`config.mk`:
```
export PLATFORM = sky130hd
export DESIGN_NAME = arb_req_client
export DESIGN_NICKNAME = d
export VERILOG_FILES = /design/src/rtl/arb_pkg.sv /design/src/rtl/req_chan_cnt.sv /design/src/rtl/arb_req_client.sv
export SDC_FILE = /design/constraint.sdc
export NUM_CORES = 1
export LEC_CHECK = 0
export BUFFER_PORTS_ARGS = -buffer_cell sky130_fd_sc_hd__buf_2
export CORE_MARGIN = 5
export CORE_UTILIZATION = 30
export DETAILED_ROUTE_END_ITERATION = 10
export PLACE_DENSITY_LB_ADDON = 0.05
export SYNTH_ARGS = -nofsm -noshare
export SYNTH_HDL_FRONTEND = slang
export SYNTH_SLANG_ARGS = --single-unit
export TNS_END_PERCENT = 50
```
`constraint.sdc`:
```
create_clock -name clk -period 2.5 [get_ports clk]
set_input_delay 0.375 -clock clk [delete_from_list [all_inputs] [get_ports clk]]
set_output_delay 0.375 -clock clk [all_outputs]
set_load 0.005 [all_outputs]
```
`src/rtl/arb_pkg.sv`:
```
// Shared constants and helpers for the round-robin arbiter and its requester-side clients.
package arb_pkg;

  // Default number of requester channels seen by the arbiter and its clients.
  localparam int N_REQ_DEF = 4;

  // Helpers take vectors zero-extended to this width, so one function serves any N_REQ up to 32.
  localparam int MAX_REQ   = 32;
  localparam int MAX_IDX_W = $clog2(MAX_REQ);

  // Counter width able to hold the values 0..depth inclusive.
  function automatic int cnt_width(input int depth);
    return (depth < 1) ? 1 : $clog2(depth + 1);
  endfunction

  // True when exactly one bit of the vector is set.
  function automatic logic is_onehot(input logic [MAX_REQ-1:0] vec);
    return (vec != '0) && ((vec & (vec - MAX_REQ'(1))) == '0);
  endfunction

  // Binary index of a one-hot vector. The OR-reduction keeps this a plain encoder; the result is
  // meaningless unless the input is one-hot.
  function automatic logic [MAX_IDX_W-1:0] onehot2idx(input logic [MAX_REQ-1:0] vec);
    logic [MAX_IDX_W-1:0] idx;
    idx = '0;
    for (int i = 0; i < MAX_REQ; i++) begin
      if (vec[i]) begin
        idx = idx | MAX_IDX_W'(i);
      end
    end
    return idx;
  endfunction

endpackage

```
`src/rtl/req_chan_cnt.sv`:
```
// Saturating pending-item counter for one requester channel.
// A push and a take in the same cycle cancel out, so a full channel can accept a push while one
// item is being retired without reporting an overflow.
module req_chan_cnt
  import arb_pkg::*;
#(
  parameter int DEPTH = 3,
  parameter int CNT_W = cnt_width(DEPTH)
) (
  input  logic             clk,
  input  logic             reset,
  input  logic             i_push,
  input  logic             i_take,
  output logic [CNT_W-1:0] o_cnt,
  output logic             o_nonzero,
  output logic             o_full,
  output logic             o_ovf
);

  localparam logic [CNT_W-1:0] MAX_CNT = CNT_W'(DEPTH);

  logic [CNT_W-1:0] r_cnt;
  logic             w_atMax;
  logic             w_atZero;

  assign w_atMax  = (r_cnt == MAX_CNT);
  assign w_atZero = (r_cnt == '0);

  // Count pushes up and takes down, saturating at both ends so the counter never wraps.
  always_ff @(posedge clk or negedge reset) begin
    if (!reset) begin
      r_cnt <= '0;
    end else if (i_push && !i_take && !w_atMax) begin
      r_cnt <= r_cnt + CNT_W'(1);
    end else if (i_take && !i_push && !w_atZero) begin
      r_cnt <= r_cnt - CNT_W'(1);
    end
  end

  assign o_cnt     = r_cnt;
  assign o_nonzero = !w_atZero;
  assign o_full    = w_atMax;
  assign o_ovf     = i_push && !i_take && w_atMax;

endmodule

```
`src/rtl/arb_req_client.sv`:
```
// Requester-side companion to the round-robin arbiter. It keeps a pending count per channel, raises
// requests, retires one item per legal grant, reports the issued channel a cycle later and keeps
// sticky flags for overflow and illegal grants.
module arb_req_client
  import arb_pkg::*;
#(
  parameter  int N_REQ = N_REQ_DEF,
  parameter  int DEPTH = 3,
  localparam int CNT_W = cnt_width(DEPTH),
  localparam int ID_W  = (N_REQ > 1) ? $clog2(N_REQ) : 1
) (
  input  logic             clk,
  input  logic             reset,
  input  logic [N_REQ-1:0] push_i,
  input  logic [N_REQ-1:0] gnt_i,
  output logic [N_REQ-1:0] req_o,
  output logic [N_REQ-1:0] full_o,
  output logic             issue_valid_o,
  output logic [ID_W-1:0]  issue_id_o,
  output logic             err_ovf_o,
  output logic             err_gnt_o
);

  logic [CNT_W-1:0] w_cnt [N_REQ];
  logic [N_REQ-1:0] w_nonzero;
  logic [N_REQ-1:0] w_ovf;
  logic [N_REQ-1:0] w_take;
  logic             w_onehot;
  logic             w_gntValid;
  logic             w_gntIllegal;
  logic [ID_W-1:0]  w_gntIdx;

  logic             r_issueValid;
  logic [ID_W-1:0]  r_issueId;
  logic             r_errOvf;
  logic             r_errGnt;

  // A grant is honoured only when it is one-hot and lands on a channel with pending work; any other
  // non-zero grant is dropped entirely and flagged.
  assign w_onehot     = is_onehot(MAX_REQ'(gnt_i));
  assign w_gntValid   = w_onehot && ((gnt_i & w_nonzero) != '0);
  assign w_gntIllegal = (gnt_i != '0) && !w_gntValid;
  assign w_take       = w_gntValid ? gnt_i : '0;
  assign w_gntIdx     = ID_W'(onehot2idx(MAX_REQ'(gnt_i)));

  // The request hides the item being retired this cycle so the arbiter, which registers its grant,
  // never re-grants a channel that is draining to zero. The grant comes from a register, so there is
  // no combinational loop through the arbiter.
  for (genvar g = 0; g < N_REQ; g++) begin : gen_chan
    req_chan_cnt #(
      .DEPTH (DEPTH),
      .CNT_W (CNT_W)
    ) u_chan (
      .clk       (clk),
      .reset     (reset),
      .i_push    (push_i[g]),
      .i_take    (w_take[g]),
      .o_cnt     (w_cnt[g]),
      .o_nonzero (w_nonzero[g]),
      .o_full    (full_o[g]),
      .o_ovf     (w_ovf[g])
    );

    assign req_o[g] = (w_cnt[g] - CNT_W'(w_take[g])) != '0;
  end

  // Report an accepted grant one cycle later; the id holds its last value between issues.
  always_ff @(posedge clk or negedge reset) begin
    if (!reset) begin
      r_issueValid <= 1'b0;
      r_issueId    <= '0;
    end else begin
      r_issueValid <= w_gntValid;
      if (w_gntValid) begin
        r_issueId <= w_gntIdx;
      end
    end
  end

  // Sticky protocol-violation flags, cleared only by reset.
  always_ff @(posedge clk or negedge reset) begin
    if (!reset) begin
      r_errOvf <= 1'b0;
      r_errGnt <= 1'b0;
    end else begin
      if (w_ovf != '0) begin
        r_errOvf <= 1'b1;
      end
      if (w_gntIllegal) begin
        r_errGnt <= 1'b1;
      end
    end
  end

  assign issue_valid_o = r_issueValid;
  assign issue_id_o    = r_issueId;
  assign err_ovf_o     = r_errOvf;
  assign err_gnt_o     = r_errGnt;

endmodule
```
==> impl_metrics.py <==
metrics = {
    "power": {
        "ir_worst_vdd_mv": 0.327,
        "leakage_nw": 0.389,
        "p_per_area_mw_per_mm2": 614,
        "p_int_uw": 399,
        "clkPwrFrac_pct": 21.0,
        "p_switching_uw": 203,
        "seqPwrFrac_pct": 48.2,
        "p_sw_share_pct": 33.7,
        "p_comb_share_pct": 30.7,
    },
    "clock_tree": {
        "cts_tree": "built",
        "clock_latency_ns": 0.27,
        "htreeDepth": 1,
        "clk_path_buf_depth": 2,
        "post-cts-setup-buffers": 0,
        "ctsResizeCount": 0,
        "clockRootBuffer": "clkbuf_4",
        "cts_buffers": 3,
        "clkTransAtPathRegs_ns": 0.08,
        "cts_sinks": 13,
    },
    "timing": {
        "fmax_ghz": 0.497,
        "slew_headroom_pct": 53.4,
        "rsz0062_at_grt": "false",
        "fin_skew_ns": 0.000390,
        "setup_viol": 0,
        "hold_viol": 0,
        "drv_slew": 0,
        "fin_tns_setup_ns": 0,
        "final.period_utilization_pct": 80.6,
        "tightestPinTransition_ns": 0.691,
        "finalCriticalPeriod_ns": 2.01,
    },
    "flow_run": {
        "drv_cap": 0,
    },
    "critical_path": {
        "rr_startpoint": "gen_chan[0].u_chan.o_cnt[0]",
        "path_buf_inv": 1,
        "r2r_end": "issue_id_o[1]",
        "worstPathMaxFanout": 6,
        "slowest_stage": "o21ai_0",
        "end_kind": "primary output",
        "setup.worst_path.class": "reg2out",
        "critPathArrivalTime_ns": 1.64,
        "reg2reg_depth": 3,
        "crit_top_cell": "o21ai_0",
        "cp_cell_sequence": "o21ai_0 > o21ai_0 > nand2_1 > buf_2",
        "required_ns": 2.12,
        "max_stage_delay_ns": 0.55,
        "critical-path-top-delay-family": "compound AO/OA/AOI/OAI gates",
        "start_kind": "flip-flop",
        "reg2reg_slack_ns": 0.75,
    },
    "synth": {
        "yosysWarnings": 0,
        "netlist_instances": 96,
        "yosysTopAreaCellShare_pct": 38.6,
        "synthFlopType": "dfrtp_1",
        "avgSynthCellArea_sq_um": 8.77,
        "syn_nets": 106,
        "async_flop_share_pct": 100,
        "ys_types": 32,
        "synth.cells.most_frequent": "dfrtp_1 (13), o21ai_0 (13), nor2_1 (8)",
        "ys_ff_latch": 13,
        "synth_edf_count": 0,
        "synthTopCellsByArea": "dfrtp_1 (39%), o21ai_0 (7.7%), a21oi_1 (4.2%)",
        "synth_area_leader_cell": "dfrtp_1",
        "seq_area_frac_synth_pct": 38.6,
        "syn_area_sq_um": 842,
    },
    "global_routing": {
        "grt_start_max_net_pins": 14,
        "antenna_found_initial": 0,
        "grt_usage_pct": 10.9,
        "overflow": 0,
        "grt_pass1_vias": 797,
        "grt_pass1_wl_microns": 3570,
    },
    "die": {
        "die_w_microns": 63.0,
        "initial_utilization_pct": 30.8,
        "chipHeight_microns": 63.0,
        "io_pins": 23,
        "fp-row-count": 19,
        "core-area_sq_mm": 0.00273,
        "die_area_sq_mm": 0.00397,
    },
    "route": {
        "finalWirelength_microns": 1940,
        "dr.first_iter.drc_count": 25,
        "firstDrtPassIters": 4,
        "vias": 773,
        "drcViolationCount": 0,
        "wire_per_inst_microns": 13.3,
        "via_per_inst": 5.29,
        "ant_nets": 0,
    },
    "layout": {
        "nFillCells": 290,
        "fin_area_sq_um": 981,
        "post_route_cells_drive_above_1_share_pct": 25.2,
        "diodes": 0,
        "fin_cells": 146,
        "multiInputGateArea_sq_um": 455,
        "syn2layout_area_growth_pct": 16.5,
        "nets": 126,
        "seqCellArea_sq_um": 325,
    },
    "place": {
        "place_inst": 141,
        "place_area_sq_um": 945,
        "port_buffers": 22,
        "dp_hpwl_microns": 1470,
        "routabilityCongestion": 0.701,
    },
    "worst_hold_path": {
        "min_path_type": "in2reg",
        "hold_depth": 3,
        "hp-start": "push_i[2]",
        "min_to": "gen_chan[2].u_chan.o_cnt[1]",
    },
    "status": {
        "status": "completed",
    },
}
-- state kept, by name, indices dropped and copies added (netlist names) --
register and cells:
issue_id_o 2, issue_valid_o 1, gen_chan.u_chan.o_cnt 8, err_gnt_o 1
err_ovf_o 1
-- metrics by stage --
step	power, mW	setup slack (ns)	hold WS [ns]	utilization (%)
after floorplan	0.437	0.669	0.0794	-
after global routing	0.662	0.298	0.401	35.9
after detailed placement	0.482	0.394	0.284	34.6
after global placement	0.478	0.446	0.283	34.6
after CTS	0.613	0.451	0.395	35.9
final	0.602	0.486	0.405	35.9
-- worst max path at each step --
stage                                      startpoint       endpoint  slack, ns  cells after the start
final                     gen_chan[3].u_chan.o_cnt[0]       req_o[3]       0.49                      4
after global routing      gen_chan[3].u_chan.o_cnt[0]       req_o[3]       0.30                      4
after floorplan                              gnt_i[0]  issue_id_o[1]       0.67                      5
after CTS                 gen_chan[3].u_chan.o_cnt[0]       req_o[3]       0.45                      4
after global placement                       gnt_i[0]  issue_id_o[1]       0.45                      5
after detailed placement                     gnt_i[1]  issue_id_o[1]       0.39                      5
-- kinds of logic after synthesis --
logic type,after synthesis,synth area share (%)
flip-flops,13,38.6
multiplexers,2,2.97
XOR/XNOR,2,2.08
AO/OA/AOI/OAI,34,27.5
buffers and inverters,12,7.28
AND/OR/NAND/NOR,33,21.5
-- layout make-up --
class,instances,area share [%]
clock buffer,4,2.68
inverter,4,1.53
multi-input combinational,71,46.4
sequential,13,33.2
tap,31,3.95
timing repair buffer,23,12.2
-- worst min-delay path: stages --
cell and delay (ns):
buf_2 0.12, o21ai_0 0.09, nand2_1 0.05
-- per-layer routing --
| metal | global-route usage [%] | wire length, microns | vias to the layer above |
|---|---|---|---|
| met4 | 4.77 | 32 | 0 |
| met3 | 3.60 | 116 | 2 |
| met2 | 15.3 | 761 | 22 |
| li1 | - | - | 388 |
| met5 | 0 | 0 | - |
| met1 | 15.0 | 1030 | 361 |
-- power by group through the flow --
stage | Combinational (mW) | Clock, mW | Sequential, mW
after floorplan | 0.165 | 0 | 0.272
final | 0.185 | 0.127 | 0.290
after CTS | 0.190 | 0.133 | 0.290
after detailed placement | 0.188 | 0 | 0.294
after global placement | 0.186 | 0 | 0.292
after global routing | 0.216 | 0.149 | 0.298
-- cells in the final DEF, fill, tap and decap left out, types with 2 or more instances in the layout --
cell type  Yosys  final
clkbuf_4       0      3
dfrtp_1       13     13
o21ai_0       13     13
nand3_1        3      3
buf_2          1     22
a21oi_1        7      7
xnor2_1        2      2
nand2_1        5      5
and2_1         5      5
a21o_1         2      2
o211ai_1       3      3
nor3_1         2      2
or4b_1         2      2
or3_1          2      2
inv_1          4      4
nor2_1         8      8
o31ai_1        2      2
o21bai_1       2      2
-- what timing repair did --
action / CTS / global route
hold buffers: 1 / 0
hold endpoints to repair: 13 / 0
setup endpoints to repair: 0 / 0
Power figures use the tool's default switching activity.
